<file path="config.mk">
export PLATFORM = sky130hd
export DESIGN_NAME = seg_scan_decoder
export DESIGN_NICKNAME = d
export VERILOG_FILES = /design/src/rtl/seg_scan_decoder.sv
export SDC_FILE = /design/constraint.sdc
export NUM_CORES = 1
export LEC_CHECK = 0
export BUFFER_PORTS_ARGS = -buffer_cell sky130_fd_sc_hd__buf_2
export CAP_MARGIN = 5
export CORE_MARGIN = 3
export CORE_UTILIZATION = 40
export CTS_CLUSTER_SIZE = 16
export DETAILED_ROUTE_END_ITERATION = 16
export PLACE_DENSITY = 0.61
export SKIP_LAST_GASP = 1
export SLEW_MARGIN = 25
export SYNTH_ARGS = -nofsm -noshare
export SYNTH_HDL_FRONTEND = slang
export SYNTH_SLANG_ARGS = --single-unit
</file>
<file path="constraint.sdc">
create_clock -name clk -period 11.3 [get_ports clk]
set_input_delay 1.13 -clock clk [delete_from_list [all_inputs] [get_ports clk]]
set_output_delay 1.13 -clock clk [all_outputs]
set_load 0.02 [all_outputs]
</file>
<file path="src/rtl/seg_scan_decoder.sv">
// rtl/seg_scan_decoder.sv - rebuild digit codes from a snooped 8-digit 7-segment scan
//
// Purpose: watches the multiplexed an/duan/duan1 drive of an 8-digit display,
// samples each position once its select has settled, assembles complete frames
// and publishes each new stable frame over a valid/ready handshake.
//
// Ports:
//   clk          system clock
//   rst          asynchronous active-high reset
//   an[7:0]      digit select, active-high, bit i = position i (0 = rightmost)
//   duan[7:0]    segments for positions 0-3 (bit0..6 = a..g, bit7 = dp)
//   duan1[7:0]   segments for positions 4-7, same encoding
//   dig_code     published codes, position i in [4i+3:4i]
//   dig_dp       published decimal points, bit i = position i
//   frame_valid  published frame available
//   frame_ready  consumer accepts the frame
//   err_multi    1-cycle pulse: a bank had more than one select bit at a sample
//   err_overrun  sticky: pending frame was overwritten before being accepted
module seg_scan_decoder #(
  parameter int SETTLE     = 8,
  parameter int STABLE_FRM = 2,
  parameter int TIMEOUT    = 1048576
) (
  input  logic        clk,
  input  logic        rst,
  input  logic [7:0]  an,
  input  logic [7:0]  duan,
  input  logic [7:0]  duan1,
  output logic [31:0] dig_code,
  output logic [7:0]  dig_dp,
  output logic        frame_valid,
  input  logic        frame_ready,
  output logic        err_multi,
  output logic        err_overrun
);

  localparam int SW = $clog2(SETTLE + 1);
  localparam int TW = $clog2(TIMEOUT + 1);
  localparam int CW = $clog2(STABLE_FRM + 1);

  function automatic logic [3:0] seg_decode(input logic [6:0] seg);
    case (seg)
      7'h3F:   return 4'h0;
      7'h06:   return 4'h1;
      7'h5B:   return 4'h2;
      7'h4F:   return 4'h3;
      7'h66:   return 4'h4;
      7'h6D:   return 4'h5;
      7'h7D:   return 4'h6;
      7'h07:   return 4'h7;
      7'h7F:   return 4'h8;
      7'h6F:   return 4'h9;
      7'h40:   return 4'hA;  // minus sign
      7'h00:   return 4'hF;  // blank digit
      default: return 4'hE;
    endcase
  endfunction

  function automatic logic [1:0] bank_index(input logic [3:0] sel);
    case (sel)
      4'b0010: return 2'd1;
      4'b0100: return 2'd2;
      4'b1000: return 2'd3;
      default: return 2'd0;
    endcase
  endfunction

  // Clearing the lowest set bit leaves something only if two or more were set.
  function automatic logic is_multi(input logic [3:0] sel);
    return (sel & (sel - 4'd1)) != 4'd0;
  endfunction

  function automatic logic is_one_hot(input logic [3:0] sel);
    return (sel != 4'd0) && !is_multi(sel);
  endfunction

  // Registered input copies; an_d is one cycle older to detect select changes.
  logic [7:0]    an_r, an_d, duan_r, duan1_r;
  logic [SW-1:0] settle;
  logic [7:0]    mask, mask_next;
  logic [31:0]   cap_code, prev_code, last_code, pend_code;
  logic [7:0]    cap_dp, prev_dp, last_dp, pend_dp;
  logic          prev_valid, last_valid, pend_full;
  logic [CW-1:0] stable, stable_next;
  logic [TW-1:0] tcnt;

  logic       an_chg, strobe, cap_lo, cap_hi, complete, match;
  logic       timeout_hit, publish_frame, accept;
  logic [1:0] lo_idx, hi_idx;

  assign an_chg = an_r != an_d;
  // Fires once per settled select: on the 7 -> 8 step of the saturating counter.
  assign strobe = !an_chg && (settle == SW'(SETTLE - 1));
  assign lo_idx = bank_index(an_r[3:0]);
  assign hi_idx = bank_index(an_r[7:4]);
  assign cap_lo = strobe && is_one_hot(an_r[3:0]);
  assign cap_hi = strobe && is_one_hot(an_r[7:4]);

  assign complete    = mask == 8'hFF;
  assign match       = prev_valid && ({cap_code, cap_dp} == {prev_code, prev_dp});
  assign timeout_hit = !complete && (mask != 8'h00) && (tcnt == TW'(TIMEOUT - 1));
  assign accept      = frame_valid && frame_ready;

  always_comb begin
    stable_next = CW'(1);
    if (match)
      stable_next = (stable == CW'(STABLE_FRM)) ? stable : stable + CW'(1);
  end

  assign publish_frame = complete && (stable_next >= CW'(STABLE_FRM)) &&
                         (!last_valid || ({cap_code, cap_dp} != {last_code, last_dp}));

  always_comb begin
    mask_next = mask;
    if (complete || timeout_hit) mask_next = 8'h00;
    if (cap_lo) mask_next[{1'b0, lo_idx}] = 1'b1;
    if (cap_hi) mask_next[{1'b1, hi_idx}] = 1'b1;
  end

  always_ff @(posedge clk or posedge rst) begin
    if (rst) begin
      an_r        <= '0;
      an_d        <= '0;
      duan_r      <= '0;
      duan1_r     <= '0;
      settle      <= '0;
      mask        <= '0;
      cap_code    <= '0;
      cap_dp      <= '0;
      prev_code   <= '0;
      prev_dp     <= '0;
      prev_valid  <= 1'b0;
      stable      <= '0;
      tcnt        <= '0;
      last_code   <= '0;
      last_dp     <= '0;
      last_valid  <= 1'b0;
      pend_code   <= '0;
      pend_dp     <= '0;
      pend_full   <= 1'b0;
      dig_code    <= 32'hFFFF_FFFF;
      dig_dp      <= '0;
      frame_valid <= 1'b0;
      err_multi   <= 1'b0;
      err_overrun <= 1'b0;
    end else begin
      an_r    <= an;
      an_d    <= an_r;
      duan_r  <= duan;
      duan1_r <= duan1;

      if (an_chg)
        settle <= '0;
      else if (settle != SW'(SETTLE))
        settle <= settle + SW'(1);

      err_multi <= strobe && (is_multi(an_r[3:0]) || is_multi(an_r[7:4]));

      if (cap_lo) begin
        cap_code[{lo_idx, 2'b00} +: 4] <= seg_decode(duan_r[6:0]);
        cap_dp[{1'b0, lo_idx}]         <= duan_r[7];
      end
      if (cap_hi) begin
        cap_code[{1'b1, hi_idx, 2'b00} +: 4] <= seg_decode(duan1_r[6:0]);
        cap_dp[{1'b1, hi_idx}]               <= duan1_r[7];
      end
      mask <= mask_next;

      if (complete || timeout_hit || mask == 8'h00)
        tcnt <= '0;
      else
        tcnt <= tcnt + TW'(1);

      if (complete) begin
        stable     <= stable_next;
        prev_code  <= cap_code;
        prev_dp    <= cap_dp;
        prev_valid <= 1'b1;
      end else if (timeout_hit) begin
        stable <= '0;
      end

      if (publish_frame) begin
        last_code  <= cap_code;
        last_dp    <= cap_dp;
        last_valid <= 1'b1;
        if (!frame_valid || (accept && !pend_full)) begin
          dig_code    <= cap_code;
          dig_dp      <= cap_dp;
          frame_valid <= 1'b1;
        end else if (accept) begin
          // Pending frame moves out, the new one takes its slot.
          dig_code  <= pend_code;
          dig_dp    <= pend_dp;
          pend_code <= cap_code;
          pend_dp   <= cap_dp;
        end else begin
          if (pend_full) err_overrun <= 1'b1;
          pend_code <= cap_code;
          pend_dp   <= cap_dp;
          pend_full <= 1'b1;
        end
      end else if (accept) begin
        if (pend_full) begin
          dig_code  <= pend_code;
          dig_dp    <= pend_dp;
          pend_full <= 1'b0;
        end else begin
          frame_valid <= 1'b0;
        end
      end
    end
  end

endmodule

</file>
==> summary.txt <==
Timing
  – FMAX: 257 MHz
  – Relative slew slack: 38.3%
  – Fin. max-slew vios: 0
  – Final setup viols: 0
  – Slew @ Worst Pin: 0.917 ns
  – Worst setup margin: 7.40 ns
  – Final period util: 34.5%
  – RSZ-0062 raised after global routing: no
  – Final hold vios: 0
  – Final Critical Period: 3.90 ns
  – Clk_skew: 0.0159 ns
  – Setup tns final: 0 ns

Route
  – Vias post-DR: 8591
  – Final antenna-violating net count: 0
  – Drt pass-1 iters: 5
  – Routed wire length: 30400 um
  – Drt drc: 0
  – Via/cell ratio: 5.42
  – Initial drt markers: 555
  – Wire per inst: 19.1 um

Die
  – Die height: 185 um
  – # IOs: 70
  – Die Area: 34300 sq um
  – Initial Util: 41.3%
  – Row count: 64
  – Chip Width: 185 um
  – Core ar.: 31100 sq um

Critical path
  – Worst path most repeated cell: mux2_1
  – Req. time, crit path: 11.73 ns
  – CP Capture Type: flop
  – Reg2Reg Setup Slack: 7.40 ns
  – Crit path arrival time: 4.33 ns
  – Critical path, cell by cell: xor2_1 > or4_1 > or3_1 > or4_4 > a311oi_4 > buf_4 > mux2_1 > mux2_1
  – Reg2Reg Depth: 8
  – Crit start category: flop
  – Crit path kind: reg -> reg
  – Critical-path top delay cell: a311oi_4
  – Critical path peak fanout: 16
  – Crit-path max cell delay: 0.60 ns

Synthesis
  – Number of library cell types mapped by synthesis: 66
  – Yosys top cell by area: dfrtp_1
  – Ys async rst share: 100%
  – Area share of the largest cell type after synthesis: 47.0%
  – Post-Synthesis Cells: 1129
  – Post-Syn Area: 12800 sq um
  – Syn Area/Cell: 11.4 sq um
  – Top_reg_cell synth: dfrtp_1
  – Largest cells by area after synthesis: dfrtp_1, mux2_2, dfstp_2
  – Post-synth EDFFs: 0
  – Seq/Total Area, Yosys: 53.5%
  – Most common cell in the synthesized netlist: dfrtp_1
  – Synth Register Bits: 273
  – Synth Warn #: 0
  – Synth top cells by count: dfrtp_1, mux2_2, nand2_1
  – Synth Net Count: 1175

Clock tree
  – CTS resizes: 0
  – Clk slew on worst S/H paths: 0.06 ns
  – Num CTS Buffers: 30
  – Clk sinks: 273
  – Clk buf depth: 3
  – CTS tree: built
  – CTS H-tree depth: 1
  – Worst skew pair latency: 0.56 ns
  – CTS root buffer: clkbuf_16
  – Post-CTS Setup Inserts: 0
  – Hold_buf cts: 0

Global route
  – Total grt overflow: 0
  – Gr usage total: 18.0%
  – Initial antenna violation count: 0
  – Largest net degree at the start of global routing: 134
  – First-pass GRT wire length: 48500 um
  – Vias in the first global route: 8516

Min path
  – Hold Path Stages: 2
  – Worst hold-check path type: reg -> reg

Pwr
  – Total power per unit cell area: 146 nW/um^2
  – Static Leak: 6.74 nW
  – Max VDD drop: 111 uV

Run
  – Max cap viols: 0

Placed design
  – Gpl congestion: 0.865
  – Area after DPL: 13500 sq um
  – DP Worst Slack: 7.47 ns
  – HPWL after DPL: 20800 um
  – IO buf count: 69

Finish
  – Syn-to-layout area delta: 13.6%
  – Share of layout cells above drive strength 1: 25.2%
  – Post-route cell area: 14600 sq um
  – # fillers: 2855
  – Fin nets: 1212
  – Multi-input logic area: 5540 sq um
  – Ant. Diodes: 0
  – Reg area: 6870 sq um

Run status
  – Status: finished, final reports clean
==> worst paths after layout <==
check                             start      endpoint
max                        cap_code[10]     dig_dp[7]
min                        dig_code[25]  dig_code[25]
max reg2reg                cap_code[10]     dig_dp[7]
min reg2reg                dig_code[25]  dig_code[25]
max in group asynchronous           rst  prev_code[2]
min in group asynchronous           rst     err_multi
==> cell families after synthesis <==
| group | after synthesis | synth area share, % |
|---|---|---|
| simple gates | 315 | 12.9 |
| xor+xnor | 107 | 7.30 |
| buf+inv | 119 | 3.62 |
| fa+ha+maj | 21 | 2.01 |
| compound gates | 154 | 8.45 |
| flops | 273 | 53.5 |
| mux | 140 | 12.2 |
==> per-stage QoR <==
stage / power, mW / utilization (%) / instances / hold slack, ns
2_1_floorplan: 1.08 / - / 1129 / 0.352
3_3_place_gp: 1.11 / 43.4 / 1530 / 0.447
3_5_place_dp: 1.12 / 43.5 / 1530 / 0.459
4_1_cts: 2.15 / 46.9 / 1586 / 0.469
5_1_grt: 2.21 / 46.9 / 1586 / 0.488
6_report: 2.12 / 46.9 / 1586 / 0.466
==> area by class of cell <==
cell class / instances / area share [%]
sequential: 273 / 47.1
multi-input combinational: 737 / 38.0
clock buffer: 39 / 6.01
tap: 396 / 3.40
timing repair buffer: 80 / 2.96
clock inverter: 17 / 1.31
inverter: 44 / 1.18
==> sequential cells by signal, summed over array words and instances, names as in the netlist, 21 cells and up <==
name       count
tcnt          21
prev_code     32
cap_code      32
pend_code     32
dig_code      32
last_code     32
==> placed cells by master (no fill, tap or decap), types with 25 or more instances in the layout <==
| cell | n |
|---|---|
| inv_1 | 42 |
| nor2_1 | 45 |
| dfstp_2 | 32 |
| mux2_2 | 111 |
| o21ai_0 | 25 |
| or3_1 | 27 |
| dfrtp_1 | 241 |
| mux2_1 | 25 |
| nand3_1 | 26 |
| nand4_1 | 28 |
| xnor2_1 | 83 |
| nand2_1 | 94 |
| clkbuf_16 | 31 |
| buf_2 | 69 |
==> per-layer routing <==
metal | share of wire [%] | global-route usage (%) | vias to the layer above | routed length (um)
li1 | - | - | 4041 | -
met1 | 48 | 26.3 | 4289 | 14600
met2 | 45 | 28.3 | 212 | 13800
met3 | 4.4 | 2.57 | 49 | 1350
met4 | 2.3 | 4.23 | 0 | 699
met5 | 0 | 0 | - | 0
==> worst max-delay path, delay by kind of cell (launching register included) <==
kind / cells / cell delay, ns
AND/OR/NAND/NOR: 3 / 1.45
multiplexers: 2 / 0.65
buffers and inverters: 1 / 0.39
flip-flops: 1 / 0.47
AO/OA/AOI/OAI: 1 / 0.60
XOR/XNOR: 1 / 0.20
==> power breakdown <==
| part | switching [mW] | internal, mW |
|---|---|---|
| Combinational | 0.0552 | 0.0281 |
| Clock | 0.411 | 0.617 |
| Sequential | 0.0156 | 0.997 |
(Power assumes the default switching activity.)
